===== src/rtl/rv32i_types.sv =====
// Shared RV32I front-end types: fetch-queue entry layout and fetch FSM state encoding.
package rv32i_types;

    typedef struct packed {
        logic [31:0] pc;
        logic [31:0] instr;
    } ifq_entry_t;

    typedef enum logic [1:0] {
        IDLE = 2'd0,
        REQ  = 2'd1,
        DROP = 2'd2
    } ifq_state_t;

    localparam logic [31:0] IFQ_PC_STEP = 32'd4;

    // Redirect targets are word aligned; the low two bits are ignored.
    function automatic logic [31:0] ifq_align_pc(input logic [31:0] pc);
        return {pc[31:2], 2'b00};
    endfunction

endpackage


===== src/rtl/instr_fetch_queue_if.sv =====
// Bundle of the fetch queue's memory-port, redirect and decode-side handshake signals.
interface instr_fetch_queue_if #(
    parameter int DEPTH = 8
);
    localparam int CW = $clog2(DEPTH) + 1;

    logic          instr_read;
    logic [31:0]   instr_mem_address;
    logic          instr_mem_resp;
    logic [31:0]   instr_mem_rdata;
    logic          flush;
    logic [31:0]   flush_pc;
    logic          deq_ready;
    logic          deq_valid;
    logic [31:0]   deq_instr;
    logic [31:0]   deq_pc;
    logic [CW-1:0] count;

    // The fetch queue masters the instruction-memory read and sources the decode entry.
    modport master (
        output instr_read, instr_mem_address, deq_valid, deq_instr, deq_pc, count,
        input  instr_mem_resp, instr_mem_rdata, flush, flush_pc, deq_ready
    );

    modport slave (
        input  instr_read, instr_mem_address, deq_valid, deq_instr, deq_pc, count,
        output instr_mem_resp, instr_mem_rdata, flush, flush_pc, deq_ready
    );

endinterface


===== src/rtl/ifq_ring.sv =====
// DEPTH-entry circular buffer of fetch entries with push, pop, synchronous clear and occupancy.
module ifq_ring
    import rv32i_types::*;
#(
    parameter int DEPTH = 8
) (
    input  logic                   clk,
    input  logic                   rst,
    input  logic                   i_push,
    input  ifq_entry_t             i_entry,
    input  logic                   i_pop,
    input  logic                   i_clear,
    output ifq_entry_t             o_head,
    output logic [$clog2(DEPTH):0] o_count
);
    localparam int AW = $clog2(DEPTH);
    localparam int CW = AW + 1;

    ifq_entry_t    r_mem [DEPTH];
    logic [AW-1:0] r_head;
    logic [AW-1:0] r_tail;
    logic [CW-1:0] r_count;
    logic          w_pop;

    assign w_pop = i_pop && (r_count != '0);

    // Pointers are AW bits wide, so the increment wraps modulo DEPTH by itself.
    always_ff @(posedge clk or negedge rst) begin
        if (!rst) begin
            r_head  <= '0;
            r_tail  <= '0;
            r_count <= '0;
        end else if (i_clear) begin
            r_head  <= '0;
            r_tail  <= '0;
            r_count <= '0;
        end else begin
            if (i_push) r_tail <= r_tail + AW'(1);
            if (w_pop)  r_head <= r_head + AW'(1);
            case ({i_push, w_pop})
                2'b10:   r_count <= r_count + CW'(1);
                2'b01:   r_count <= r_count - CW'(1);
                default: r_count <= r_count;
            endcase
        end
    end

    always_ff @(posedge clk) begin
        if (i_push && !i_clear) r_mem[r_tail] <= i_entry;
    end

    assign o_head  = r_mem[r_head];
    assign o_count = r_count;

endmodule


===== src/rtl/instr_fetch_queue.sv =====
// Fetch stage: owns the PC, issues sequential instruction reads and queues {pc, instr} for decode.
// Optional statistics counters are built when IFQ_STAT_EN is defined.
module instr_fetch_queue
    import rv32i_types::*;
#(
    parameter int          DEPTH    = 8,
    parameter logic [31:0] RESET_PC = 32'h0000_0060
) (
    input  logic                clk,
    input  logic                rst,
    instr_fetch_queue_if.master bus
`ifdef IFQ_STAT_EN
    ,
    output logic [31:0]         stat_fetched,
    output logic [31:0]         stat_full_cycles
`endif
);
    localparam int          CW   = $clog2(DEPTH) + 1;
    localparam logic [CW:0] FULL = (CW + 1)'(DEPTH);

    ifq_state_t    r_state;
    ifq_state_t    w_state_nxt;
    logic [31:0]   r_pc;
    logic [31:0]   w_pc_nxt;
    logic [31:0]   r_drop_addr;
    logic [31:0]   w_drop_addr_nxt;
    logic          w_push;
    logic          w_pop;
    logic          w_clear;
    ifq_entry_t    w_entry;
    ifq_entry_t    w_head;
    logic [CW-1:0] w_count;
    logic [CW:0]   w_count_ext;
    logic [CW:0]   w_count_post;

    ifq_ring #(.DEPTH(DEPTH)) u_ring (
        .clk     (clk),
        .rst     (rst),
        .i_push  (w_push),
        .i_entry (w_entry),
        .i_pop   (w_pop),
        .i_clear (w_clear),
        .o_head  (w_head),
        .o_count (w_count)
    );

    // A flush wins over a dequeue in the same cycle.
    assign w_clear      = bus.flush;
    assign w_pop        = bus.deq_ready && (w_count != '0) && !bus.flush;
    assign w_entry      = '{pc: r_pc, instr: bus.instr_mem_rdata};
    assign w_count_ext  = {1'b0, w_count};
    assign w_count_post = w_count_ext + (CW + 1)'(w_push) - (CW + 1)'(w_pop);

    always_ff @(posedge clk or negedge rst) begin
        if (!rst) begin
            r_state     <= IDLE;
            r_pc        <= RESET_PC;
            r_drop_addr <= RESET_PC;
        end else begin
            r_state     <= w_state_nxt;
            r_pc        <= w_pc_nxt;
            r_drop_addr <= w_drop_addr_nxt;
        end
    end

    always_comb begin
        w_state_nxt     = r_state;
        w_pc_nxt        = r_pc;
        w_drop_addr_nxt = r_drop_addr;
        w_push          = 1'b0;
        case (r_state)
            IDLE: begin
                if (bus.flush) begin
                    w_pc_nxt    = ifq_align_pc(bus.flush_pc);
                    w_state_nxt = REQ;
                end else if (w_count_ext < FULL) begin
                    w_state_nxt = REQ;
                end
            end
            REQ: begin
                if (bus.flush) begin
                    w_pc_nxt = ifq_align_pc(bus.flush_pc);
                    // Memory cannot abort a read: keep the old address up until it answers.
                    if (bus.instr_mem_resp) begin
                        w_state_nxt = REQ;
                    end else begin
                        w_state_nxt     = DROP;
                        w_drop_addr_nxt = r_pc;
                    end
                end else if (bus.instr_mem_resp) begin
                    w_push      = 1'b1;
                    w_pc_nxt    = r_pc + IFQ_PC_STEP;
                    w_state_nxt = (w_count_post < FULL) ? REQ : IDLE;
                end
            end
            DROP: begin
                if (bus.flush) w_pc_nxt = ifq_align_pc(bus.flush_pc);
                if (bus.instr_mem_resp) w_state_nxt = REQ;
            end
            default: w_state_nxt = IDLE;
        endcase
    end

    assign bus.instr_read        = (r_state != IDLE);
    assign bus.instr_mem_address = (r_state == DROP) ? r_drop_addr : r_pc;
    assign bus.deq_valid         = (w_count != '0);
    assign bus.deq_instr         = w_head.instr;
    assign bus.deq_pc            = w_head.pc;
    assign bus.count             = w_count;

`ifdef IFQ_STAT_EN
    logic [31:0] r_stat_fetched;
    logic [31:0] r_stat_full_cycles;

    always_ff @(posedge clk or negedge rst) begin
        if (!rst) begin
            r_stat_fetched     <= '0;
            r_stat_full_cycles <= '0;
        end else begin
            if (w_push)               r_stat_fetched     <= r_stat_fetched + 32'd1;
            if (w_count_ext == FULL)  r_stat_full_cycles <= r_stat_full_cycles + 32'd1;
        end
    end

    assign stat_fetched     = r_stat_fetched;
    assign stat_full_cycles = r_stat_full_cycles;
`endif

endmodule


===== src/flat_wrapper.sv =====
// flat-port wrapper written by rule: the top's interface ports become plain ports
module instr_fetch_queue_flat import rv32i_types::*;
#(
    parameter int          DEPTH    = 8,
    parameter logic [31:0] RESET_PC = 32'h0000_0060
)
  (clk, rst, bus_instr_read, bus_instr_mem_address, bus_deq_valid, bus_deq_instr, bus_deq_pc, bus_count, bus_instr_mem_resp, bus_instr_mem_rdata, bus_flush, bus_flush_pc, bus_deq_ready);
  instr_fetch_queue_if #(.DEPTH(DEPTH)) bus_i ();
  input  logic clk;
  input  logic rst;
  output wire logic [$bits(bus_i.instr_read)-1:0] bus_instr_read;
  output wire logic [$bits(bus_i.instr_mem_address)-1:0] bus_instr_mem_address;
  output wire logic [$bits(bus_i.deq_valid)-1:0] bus_deq_valid;
  output wire logic [$bits(bus_i.deq_instr)-1:0] bus_deq_instr;
  output wire logic [$bits(bus_i.deq_pc)-1:0] bus_deq_pc;
  output wire logic [$bits(bus_i.count)-1:0] bus_count;
  input wire logic [$bits(bus_i.instr_mem_resp)-1:0] bus_instr_mem_resp;
  input wire logic [$bits(bus_i.instr_mem_rdata)-1:0] bus_instr_mem_rdata;
  input wire logic [$bits(bus_i.flush)-1:0] bus_flush;
  input wire logic [$bits(bus_i.flush_pc)-1:0] bus_flush_pc;
  input wire logic [$bits(bus_i.deq_ready)-1:0] bus_deq_ready;
  assign bus_instr_read = bus_i.instr_read;
  assign bus_instr_mem_address = bus_i.instr_mem_address;
  assign bus_deq_valid = bus_i.deq_valid;
  assign bus_deq_instr = bus_i.deq_instr;
  assign bus_deq_pc = bus_i.deq_pc;
  assign bus_count = bus_i.count;
  assign bus_i.instr_mem_resp = bus_instr_mem_resp;
  assign bus_i.instr_mem_rdata = bus_instr_mem_rdata;
  assign bus_i.flush = bus_flush;
  assign bus_i.flush_pc = bus_flush_pc;
  assign bus_i.deq_ready = bus_deq_ready;
  instr_fetch_queue #(.DEPTH(DEPTH), .RESET_PC(RESET_PC)) u_core (.clk(clk), .rst(rst), .bus(bus_i));
endmodule

===== config.mk =====
export PLATFORM = sky130hd
export DESIGN_NAME = instr_fetch_queue_flat
export DESIGN_NICKNAME = d
export VERILOG_FILES = /design/src/rtl/rv32i_types.sv /design/src/rtl/instr_fetch_queue_if.sv /design/src/rtl/ifq_ring.sv /design/src/rtl/instr_fetch_queue.sv /design/src/flat_wrapper.sv
export SDC_FILE = /design/constraint.sdc
export NUM_CORES = 1
export LEC_CHECK = 0
export ABC_CLOCK_PERIOD_IN_PS = 12500
export CORE_UTILIZATION = 63
export CTS_CLUSTER_SIZE = 16
export DETAILED_ROUTE_END_ITERATION = 12
export PLACE_DENSITY = 0.95
export SYNTH_ARGS = -nofsm -noshare
export SYNTH_HDL_FRONTEND = slang
export SYNTH_SLANG_ARGS = --single-unit

===== constraint.sdc =====
create_clock -name clk -period 12.5 [get_ports clk]
set_clock_uncertainty 0.2 [all_clocks]
set_input_delay 1.25 -clock clk [delete_from_list [all_inputs] [get_ports clk]]
set_output_delay 1.25 -clock clk [all_outputs]
set_load 0.05 [all_outputs]

==> impl_metrics.yaml, run 1 <==
outcome:
  status: "finished, final reports clean"
cts:
  cts_root_buf: "clkbuf_16"
  numClockSinks: 568
  clk_latency_ns: 0.58
  cts_tree: "yes"
  post-cts-setup-buffer-count: 0
  clk_pin_slew_ns: 0.06
  cts_buffers: 54
  cts_resized: 0
  ctsLongestPathBuffers: 3
  htreeDepth: 2
  ctsHoldBuffers: 0
worst_hold_path:
  worstHoldStart: "u_core.r_drop_addr[23]"
  whs_path_depth: 1
  hp-class: "reg2reg"
  hold_path_end: "u_core.r_drop_addr[23]"
floorplanning:
  dieHeight_um: 192
  die_x_um: 192
  fp-row-count: 69
  dieArea_mm2: 0.0370
  core_mm2: 0.0356
  ioPinCount: 171
  start_util: 0.641
layout:
  fin_nets: 1417
  finalNonFillerCells: 1840
  drive_above_1_share: 0.257
  fillers: 1925
  area_growth_pct: 16.7
  final_util: 0.748
  antenna_cells: 0
sta:
  finalMaxSlewViolations: 0
  max-slew-margin-rel: 0.207
  hold_viol: 0
  tightest_slew_ns: 1.19
  rsz0062_at_grt: "false"
  fin_setup_tns_ns: 0
  setup_viol: 0
  fmax_ghz: 0.158
  fin_crit_sh: 0.505
  layout_min_cycle_time_ns: 6.31
  setup_ws_ns: 6.19
global_routing:
  grt_overflow: 0
  grt_use_total: 0.285
  grt_pass1_vias: 12600
  grt_max_degree: 79
  grt_antenna_before_repair: 0
  grt_pass1_wl_mm: 76.6
synth:
  ys_warn_count: 0
  synthDominantCellAreaShare: 0.653
  ys_ff_latch: 568
  synth_area_mm2: 0.0228
  synth_area_leaders: "edfxtp_1, mux4_2, dfrtp_1, mux2_2, clkbuf_1"
  synthArstFlopShare: 0.127
  synth.avg_cell_area_um2: 19.5
  synth_cell_types: 52
  postSynthCellCount: 1172
  synth_edf_count: 496
  ys_seq_area_frac: 0.732
  synth_area_leader_cell: "edfxtp_1"
  synth_flop_cell: "edfxtp_1"
placement:
  dp.cells: 1742
  dp_hpwl_mm: 27.1
  gp_congestion: 0.893
  pre_cts_ws_ns: 6.64
  io_buffers: 164
critical_path:
  arrival_ns: 4.86
  worstSetupPathType: "reg2out"
  reg2reg_to: "u_core.u_ring.r_mem[6][23]"
  startpoint_type: "flop"
  cp_max_fo: 49
  end_kind: "output pin"
  reg2regPathDepth: 4
  reg2reg_slack_ns: 8.76
  reg2reg_from: "u_core.r_state[0]"
  required_ns: 11.05
drt:
  dr.max_layer_used: "met4"
  wl_per_cell_um: 27.7
  wl_met1_mm: 18.7
  drcViolationCount: 0
  postRouteWirelength_mm: 51.0
  via_per_inst: 6.62
  dr_wl_met2_mm: 26.4
  route.vias.total: 12200
  drtIter0Drc: 1285
  ant_nets: 0
  met3_length_mm: 4.54
  dr.pass1.iters: 6
pwr:
  worst_ir_drop_vdd_uv: 216
  power.density_mw_per_mm2: 230
  power_leakage_nw: 8.56
flow_run:
  cap_violations: 0
==> cell usage after synthesis, types with 3 or more instances <==
master,instances
nor2b_1,3
o21ai_0,27
xor2_1,4
mux2_2,117
nor3_1,16
a21oi_1,35
edfxtp_1,496
a2bb2oi_1,5
and3_1,6
mux2i_1,6
buf_2,11
nor2_1,32
nand2b_1,4
mux4_2,124
nand4_1,3
inv_1,13
nand3_1,23
buf_4,4
buf_1,9
a31oi_1,3
nand2_1,37
dfstp_2,4
or3_1,4
xnor2_1,4
ha_1,10
a21o_1,3
a211oi_1,5
nor4_1,6
o311ai_0,4
dfrtp_1,68
clkbuf_1,49
o22ai_1,7
==> routing by layer <==
layer,up-vias,GRT usage
met2,779,0.485
met3,127,0.0458
met4,0,0.0872
met5,-,0
li1,5085,-
met1,6196,0.381
==> worst max-delay path by stage <==
stage                                  startpoint                        end  slack, ns
after floorplan                bus_instr_mem_resp  u_core.u_ring.r_mem[0][0]       3.92
after CTS                 u_core.u_ring.r_head[0]          bus_deq_instr[17]       6.01
after detailed placement  u_core.u_ring.r_head[0]             bus_deq_pc[25]       6.64
after global placement    u_core.u_ring.r_head[0]             bus_deq_pc[25]       6.67
after global routing      u_core.u_ring.r_head[0]             bus_deq_pc[25]       5.79
final                     u_core.u_ring.r_head[0]          bus_deq_instr[17]       6.19
==> metrics by stage <==
| step | power, W | area (um2) | hold slack (ns) |
|---|---|---|---|
| global route | 0.00633 | 26600 | 0.328 |
| global placement | 0.00448 | 24900 | 0.283 |
| finish | 0.00612 | 26600 | 0.304 |
| CTS | 0.00614 | 26600 | 0.304 |
| detailed placement | 0.00456 | 24900 | 0.290 |
| floorplan | 0.00394 | 22800 | 0.275 |
==> sequential cells by signal, summed over array words and instances (netlist names) <==
name,flops
u_core.r_state,2
u_core.u_ring.r_head,3
u_core.u_ring.r_mem,496
u_core.r_drop_addr,30
u_core.r_pc,30
u_core.u_ring.r_tail,3
u_core.u_ring.o_count,4
==> logic make-up (layout without fill, tap and decap cells) <==
| group | after synthesis | count (layout) | synth area share |
|---|---|---|---|
| buf+inv | 86 | 290 | 0.0154 |
| other cells | 1 | 4 | 0.000164 |
| xor+xnor | 8 | 8 | 0.00307 |
| compound gates | 100 | 100 | 0.0266 |
| mux | 247 | 247 | 0.183 |
| flops | 568 | 568 | 0.732 |
| simple gates | 151 | 151 | 0.0334 |
| fa+ha+maj | 11 | 11 | 0.00636 |
==> cells in the final DEF, fill, tap and decap left out, drive strengths merged, types with 3 or more instances in the layout <==
cell | netlist | layout
mux4 | 124 | 124
xor2 | 4 | 4
mux2 | 117 | 117
clkbuf | 49 | 75
conb | 1 | 4
clkinv | 0 | 20
dfstp | 4 | 4
dfrtp | 68 | 68
mux2i | 6 | 6
ha | 10 | 10
or3 | 4 | 4
a211oi | 5 | 5
nand3 | 24 | 24
clkdlybuf4s50 | 0 | 163
bufinv | 0 | 3
nor4 | 7 | 7
nor2 | 32 | 32
or4 | 5 | 5
o22ai | 7 | 7
xnor2 | 4 | 4
a31oi | 3 | 3
inv | 13 | 13
nand2b | 4 | 4
a21o | 3 | 3
nor2b | 3 | 3
buf | 24 | 16
and3 | 6 | 6
nand2 | 37 | 37
o21ai | 27 | 27
a2bb2oi | 5 | 5
edfxtp | 496 | 496
o311ai | 4 | 4
a21oi | 35 | 35
nand4 | 3 | 3
nor3 | 16 | 16
==> final cells by class <==
type | count | area [um2] | share of cell area
repair buffers | 179 | 1750 | 0.0658
clock inverters | 23 | 205 | 0.00771
clock buffers | 75 | 1490 | 0.0560
flip-flops and latches | 568 | 16700 | 0.628
multi-input cells | 521 | 5830 | 0.219
inverters | 13 | 48.8 | 0.00183
well taps | 461 | 577 | 0.0217
==> worst max-delay path, stage by stage (launching register included) <==
cell,delay [ns]
dfrtp_4,0.88
buf_4,0.80
buf_4,0.87
mux4_2,0.63
mux2_2,0.31
clkdlybuf4s50_1,0.73
==> report_power, final <==
group | internal (W) | switching [W] | leakage, nW
sequential | 0.00234 | 0.000323 | 5.30
combinational | 0.000789 | 0.00110 | 2.43
clock | 0.000893 | 0.000674 | 0.831
No activity file was read; power rests on OpenSTA's default activity.
==> run 2, diff against run 1 <==
- ABC_CLOCK_PERIOD_IN_PS: 12500 -> 5350
- CORE_UTILIZATION: 63 -> 53
- PLACE_DENSITY: 0.95 -> 0.88
- clock period: 12.5 -> 5.35 ns (I/O delays scaled with it)
==> run 2 against run 1 <==
Sequential share of layout area decreased by 0.52 points. Wire length decreased by 3.6%. Register-to-register slack got worse by 6.6 ns. Via count down 2.0%. Global-route usage fell by 5.4 points. Non-clock buffer count rose by 7. Critical path depth decreased by 1. Critical path type unchanged. Largest cell class unchanged.
==> impl_metrics.yaml, run 2 (synthesis gave the netlist of run 1 again) <==
cts:
  cts_tree: "yes"
  cts_buffers: 55
  cts_resized: 0
  ctsLongestPathBuffers: 3
  htreeDepth: 2
  numClockSinks: 568
  cts_root_buf: "clkbuf_16"
  clk_pin_slew_ns: 0.06
  clk_latency_ns: 0.59
layout:
  area_growth_pct: 17.7
  fin_nets: 1425
  final_util: 0.636
  final_common_cell: "edfxtp_1"
  drive_above_1_share: 0.258
  top_register: "u_core.u_ring.r_mem"
  reg_top3: "u_core.u_ring.r_mem (496), u_core.r_drop_addr (30), u_core.r_pc (30)"
  final_cell_mix: "edfxtp_1, clkdlybuf4s50_1, mux4_2"
  fillers: 2754
  finalNonFillerCells: 1924
  largest_register_ffs: 496
  antenna_cells: 0
pwr:
  power_leakage_nw: 8.60
  p_total_w: 0.0142
  power.density_mw_per_mm2: 529
  worst_ir_drop_vdd_uv: 529
drt:
  drtIter0Drc: 1331
  ant_nets: 0
  via_per_inst: 6.21
  wl_per_cell_um: 25.5
  postRouteWirelength_mm: 49.1
  dr.pass1.iters: 5
  drcViolationCount: 0
  route.vias.total: 11900
floorplanning:
  dieArea_mm2: 0.0439
  fp-row-count: 75
  core_mm2: 0.0422
  start_util: 0.540
  die_x_um: 209
  ioPinCount: 171
  dieHeight_um: 209
placement:
  gp_congestion: 0.870
  io_buffers: 164
  dp.cells: 1826
  pre_cts_ws_ns: 1.26
  dp_hpwl_mm: 27.4
sta:
  fin_crit_sh: 0.807
  tightest_slew_ns: 1.11
  layout_min_cycle_time_ns: 4.32
  finalMaxSlewViolations: 0
  hold_ws_ns: 0.302
  setup_viol: 0
  fmax_ghz: 0.232
  max-slew-margin-rel: 0.257
  rsz0062_at_grt: "false"
  hold_viol: 0
  setup_ws_ns: 1.03
global_routing:
  grt_pass1_vias: 12500
  grt_max_degree: 114
  grt_overflow: 0
  grt_antenna_before_repair: 0
  grt_use_total: 0.230
  grt_pass1_wl_mm: 75.2
outcome:
  status: "finished, final reports clean"
critical_path:
  reg2reg_slack_ns: 2.15
  startpoint_type: "flop"
  reg2regPathDepth: 6
  worstSetupPathType: "reg2out"
  reg2reg_to: "u_core.u_ring.r_mem[7][51]"
  cp_max_fo: 38
  reg2reg_from: "u_core.r_state[0]"
  arrival_ns: 3.58
  required_ns: 4.62
  end_kind: "output pin"
worst_hold_path:
  worstHoldStart: "u_core.r_drop_addr[15]"
  whs_path_depth: 1
  hp-class: "reg2reg"
  hold_path_end: "u_core.r_drop_addr[15]"
flow_run:
  cap_violations: 0
## run 2: changes by cell type in the layout (fill, tap and decap cells not counted), moves of 2 or more
cell and delta:
buf_4 -3, clkinv_8 -2, clkbuf_8 -4, inv_6 +3
buf_12 +9, clkinv_1 +6, clkbuf_1 -4
## run 2: report_power, final
part	total (W)	leakage (nW)	internal [W]	switching [W]
registers	0.00617	5.30	0.00547	0.000697
clock network	0.00359	0.807	0.00202	0.00157
logic	0.00445	2.49	0.00187	0.00257
total	0.0142	8.60	0.00937	0.00484
## run 2: layer usage
metal / share of wire / vias to the layer above / track usage / wire (um)
li1: - / 5101 / - / -
met1: 0.40 / 6226 / 0.312 / 19600
met5: 0 / - / 0 / 0
met4: 0.021 / 0 / 0.0685 / 1040
met3: 0.073 / 69 / 0.0377 / 3600
met2: 0.51 / 545 / 0.389 / 24900
## run 2: how the worst max path moves through the flow
stage,startpoint,endpoint,slack [ns],cells after the start
after global routing,u_core.u_ring.r_head[0],bus_deq_instr[17],0.85,4
after detailed placement,bus_flush,u_core.u_ring.r_mem[7][51],1.26,7
after CTS,u_core.u_ring.r_head[0],bus_deq_instr[17],0.95,4
after floorplan,bus_instr_mem_resp,u_core.u_ring.r_mem[4][0],-0.87,5
final,u_core.u_ring.r_head[0],bus_deq_instr[17],1.03,4
after global placement,bus_flush,u_core.u_ring.r_mem[7][45],1.35,7
## run 2: repair_timing
item / CTS / global route
hold buffers: 1 / 0
endpoints found under the hold margin: 68 / 0
setup buffers: 0 / 0
## run 2: worst max-delay path, cell delays in order (launching register included)
cell and delay, ns:
dfrtp_4 0.94, buf_12 0.38, mux4_2 0.59, mux2_2 0.31
clkdlybuf4s50_1 0.72
## run 2: layout make-up
| cell class | count | area (um2) | area share |
|---|---|---|---|
| clock buffers | 67 | 1420 | 0.0530 |
| clock inverters | 30 | 218 | 0.00811 |
| inverters | 13 | 48.8 | 0.00182 |
| multi-input cells | 521 | 5840 | 0.218 |
| flip-flops and latches | 568 | 16700 | 0.623 |
| well taps | 539 | 674 | 0.0251 |
| repair buffers | 186 | 1920 | 0.0715 |
## run 2: through the flow
| step | TNS (ns) | area [um2] |
|---|---|---|
| 2_1_floorplan | -161.49 | 22800 |
| 3_3_place_gp | 0 | 25200 |
| 3_5_place_dp | 0 | 25200 |
| 4_1_cts | 0 | 26800 |
| 5_1_grt | 0 | 26800 |
| 6_report | 0 | 26800 |
==> run 3, diff against run 2 <==
- ABC_CLOCK_PERIOD_IN_PS: 5350 -> 3690
- clock period: 5.35 -> 3.69 ns (I/O delays scaled with it)
==> run 3 against run 2 <==
Critical path depth unchanged. Sequential share of layout area is 1.0 points lower. Clock power rose by 59%. Largest power group unchanged.
==> impl_metrics.yaml, run 3 (synthesis gave the netlist of run 1 again) <==
layout:
  final_common_cell: "edfxtp_1"
  fillers: 2729
  drive_above_1_share: 0.280
  seqCellArea_mm2: 0.0167
  fin_area_mm2: 0.0273
  final_cell_mix: "edfxtp_1, mux4_2, mux2_2"
  largest_register_ffs: 496
  finalNonFillerCells: 1941
  multiInputGateArea_mm2: 0.00586
  area_growth_pct: 19.6
  antenna_cells: 0
  fin_nets: 1436
  top_register: "u_core.u_ring.r_mem"
  reg_top3: "u_core.u_ring.r_mem (496), u_core.r_drop_addr (30), u_core.r_pc (30)"
pwr:
  p_total_w: 0.0211
  power_leakage_nw: 9.04
  power_frac_seq: 0.417
  worst_ir_drop_vdd_uv: 700
  switching_power_w: 0.00714
  power.density_mw_per_mm2: 774
  p_int_w: 0.0140
  p_sw_frac: 0.338
  pwr-share-comb: 0.312
  power.share.clock: 0.271
sta:
  hold_viol: 0
  tightest_slew_ns: 0.971
  setup_ws_ns: 0.102
  fin_crit_sh: 0.972
  layout_min_cycle_time_ns: 3.59
  max-slew-margin-rel: 0.352
  setup_viol: 0
  fin_setup_tns_ns: 0
  fmax_ghz: 0.279
  finalMaxSlewViolations: 0
drt:
  via_per_inst: 6.15
  drcViolationCount: 0
  drtIter0Drc: 1158
  wl_per_cell_um: 25.2
  route.vias.total: 11900
  postRouteWirelength_mm: 49.0
  dr.pass1.iters: 5
  ant_nets: 0
outcome:
  status: "finished, final reports clean"
global_routing:
  grt_max_degree: 73
  grt_use_total: 0.228
  grt_pass1_wl_mm: 74.3
  grt_antenna_before_repair: 0
  grt_overflow: 0
  grt_pass1_vias: 12600
floorplanning:
  dieArea_mm2: 0.0439
  dieHeight_um: 209
  fp-row-count: 75
  die_x_um: 209
  start_util: 0.540
  ioPinCount: 171
  core_mm2: 0.0422
cts:
  cts_tree: "yes"
  cts_root_buf: "clkbuf_16"
  ctsLongestPathBuffers: 3
  numClockSinks: 568
  clk_latency_ns: 0.60
  cts_buffers: 55
  htreeDepth: 2
  clk_pin_slew_ns: 0.06
placement:
  io_buffers: 164
  gp_congestion: 0.855
  pre_cts_ws_ns: 0.511
  dp.cells: 1837
  dp_hpwl_mm: 27.7
  place_area_mm2: 0.0254
critical_path:
  cp_max_fo: 34
  end_kind: "output pin"
  worstSetupPathType: "reg2out"
  required_ns: 3.12
  startpoint_type: "flop"
  arrival_ns: 3.02
flow_run:
  cap_violations: 0
worst_hold_path:
  hp-class: "in2reg"
## run 3: critical path, cell delays in order (launching register included)
cell and delay, ns:
dfrtp_4 0.56, buf_12 0.31, mux4_2 0.55, mux2_2 0.27
clkdlybuf4s50_1 0.70
## run 3: path summary, 6_finish.rpt
path	slack, ns	depth (start not counted)	to	from
setup / recovery	0.10	4	bus_deq_instr[27]	u_core.u_ring.r_head[0]
hold reg to reg	0.30	1	u_core.r_drop_addr[7]	u_core.r_drop_addr[7]
setup reg to reg	0.74	12	u_core.u_ring.o_count[3]	u_core.u_ring.o_count[3]
hold / removal	0.21	3	u_core.r_pc[3]	bus_flush_pc[3]
min in group asynchronous	0.27	2	u_core.u_ring.o_count[3]	rst
max in group asynchronous	2.32	2	u_core.u_ring.r_head[0]	rst
## run 3: cell type report
cell class                      count  area share
Sequential cell                   568       0.613
Clock buffer                       60      0.0519
Timing Repair Buffer              197      0.0780
Inverter                           13     0.00179
Multi-Input combinational cell    521       0.215
Tap cell                          539      0.0247
Clock inverter                     43      0.0161
## run 3: metal layers
| layer | global-route usage | up-vias | share of wire | wire length (um) |
|---|---|---|---|---|
| met5 | 0 | - | 0 | 0 |
| met4 | 0.0712 | 0 | 0.022 | 1100 |
| met3 | 0.0420 | 76 | 0.068 | 3340 |
| met2 | 0.380 | 533 | 0.50 | 24700 |
| met1 | 0.308 | 6211 | 0.41 | 19900 |
| li1 | - | 5121 | - | - |
## run 3: power groups by stage
stage / clock (W) / combinational, W / sequential, W
after floorplan: 0 / 0.00477 / 0.00857
after global placement: 0 / 0.00658 / 0.00881
after detailed placement: 0 / 0.00667 / 0.00891
after CTS: 0.00582 / 0.00668 / 0.00878
after global routing: 0.00605 / 0.00694 / 0.00888
final: 0.00572 / 0.00658 / 0.00881
## run 3: stage by stage
step | utilization | hold WS [ns]
after global routing | 0.646 | 0.198
final | 0.646 | 0.214
after global placement | 0.601 | 0.284
after CTS | 0.645 | 0.172
after floorplan | - | -0.127
after detailed placement | 0.601 | 0.290
## run 3: what timing repair did
item,in CTS,in global routing
cloned,0,0
endpoints found under the setup margin,12,26
buffers inserted,0,0
hold endpoints to repair,68,0
hold buffers,1,0
resized for setup,16,26
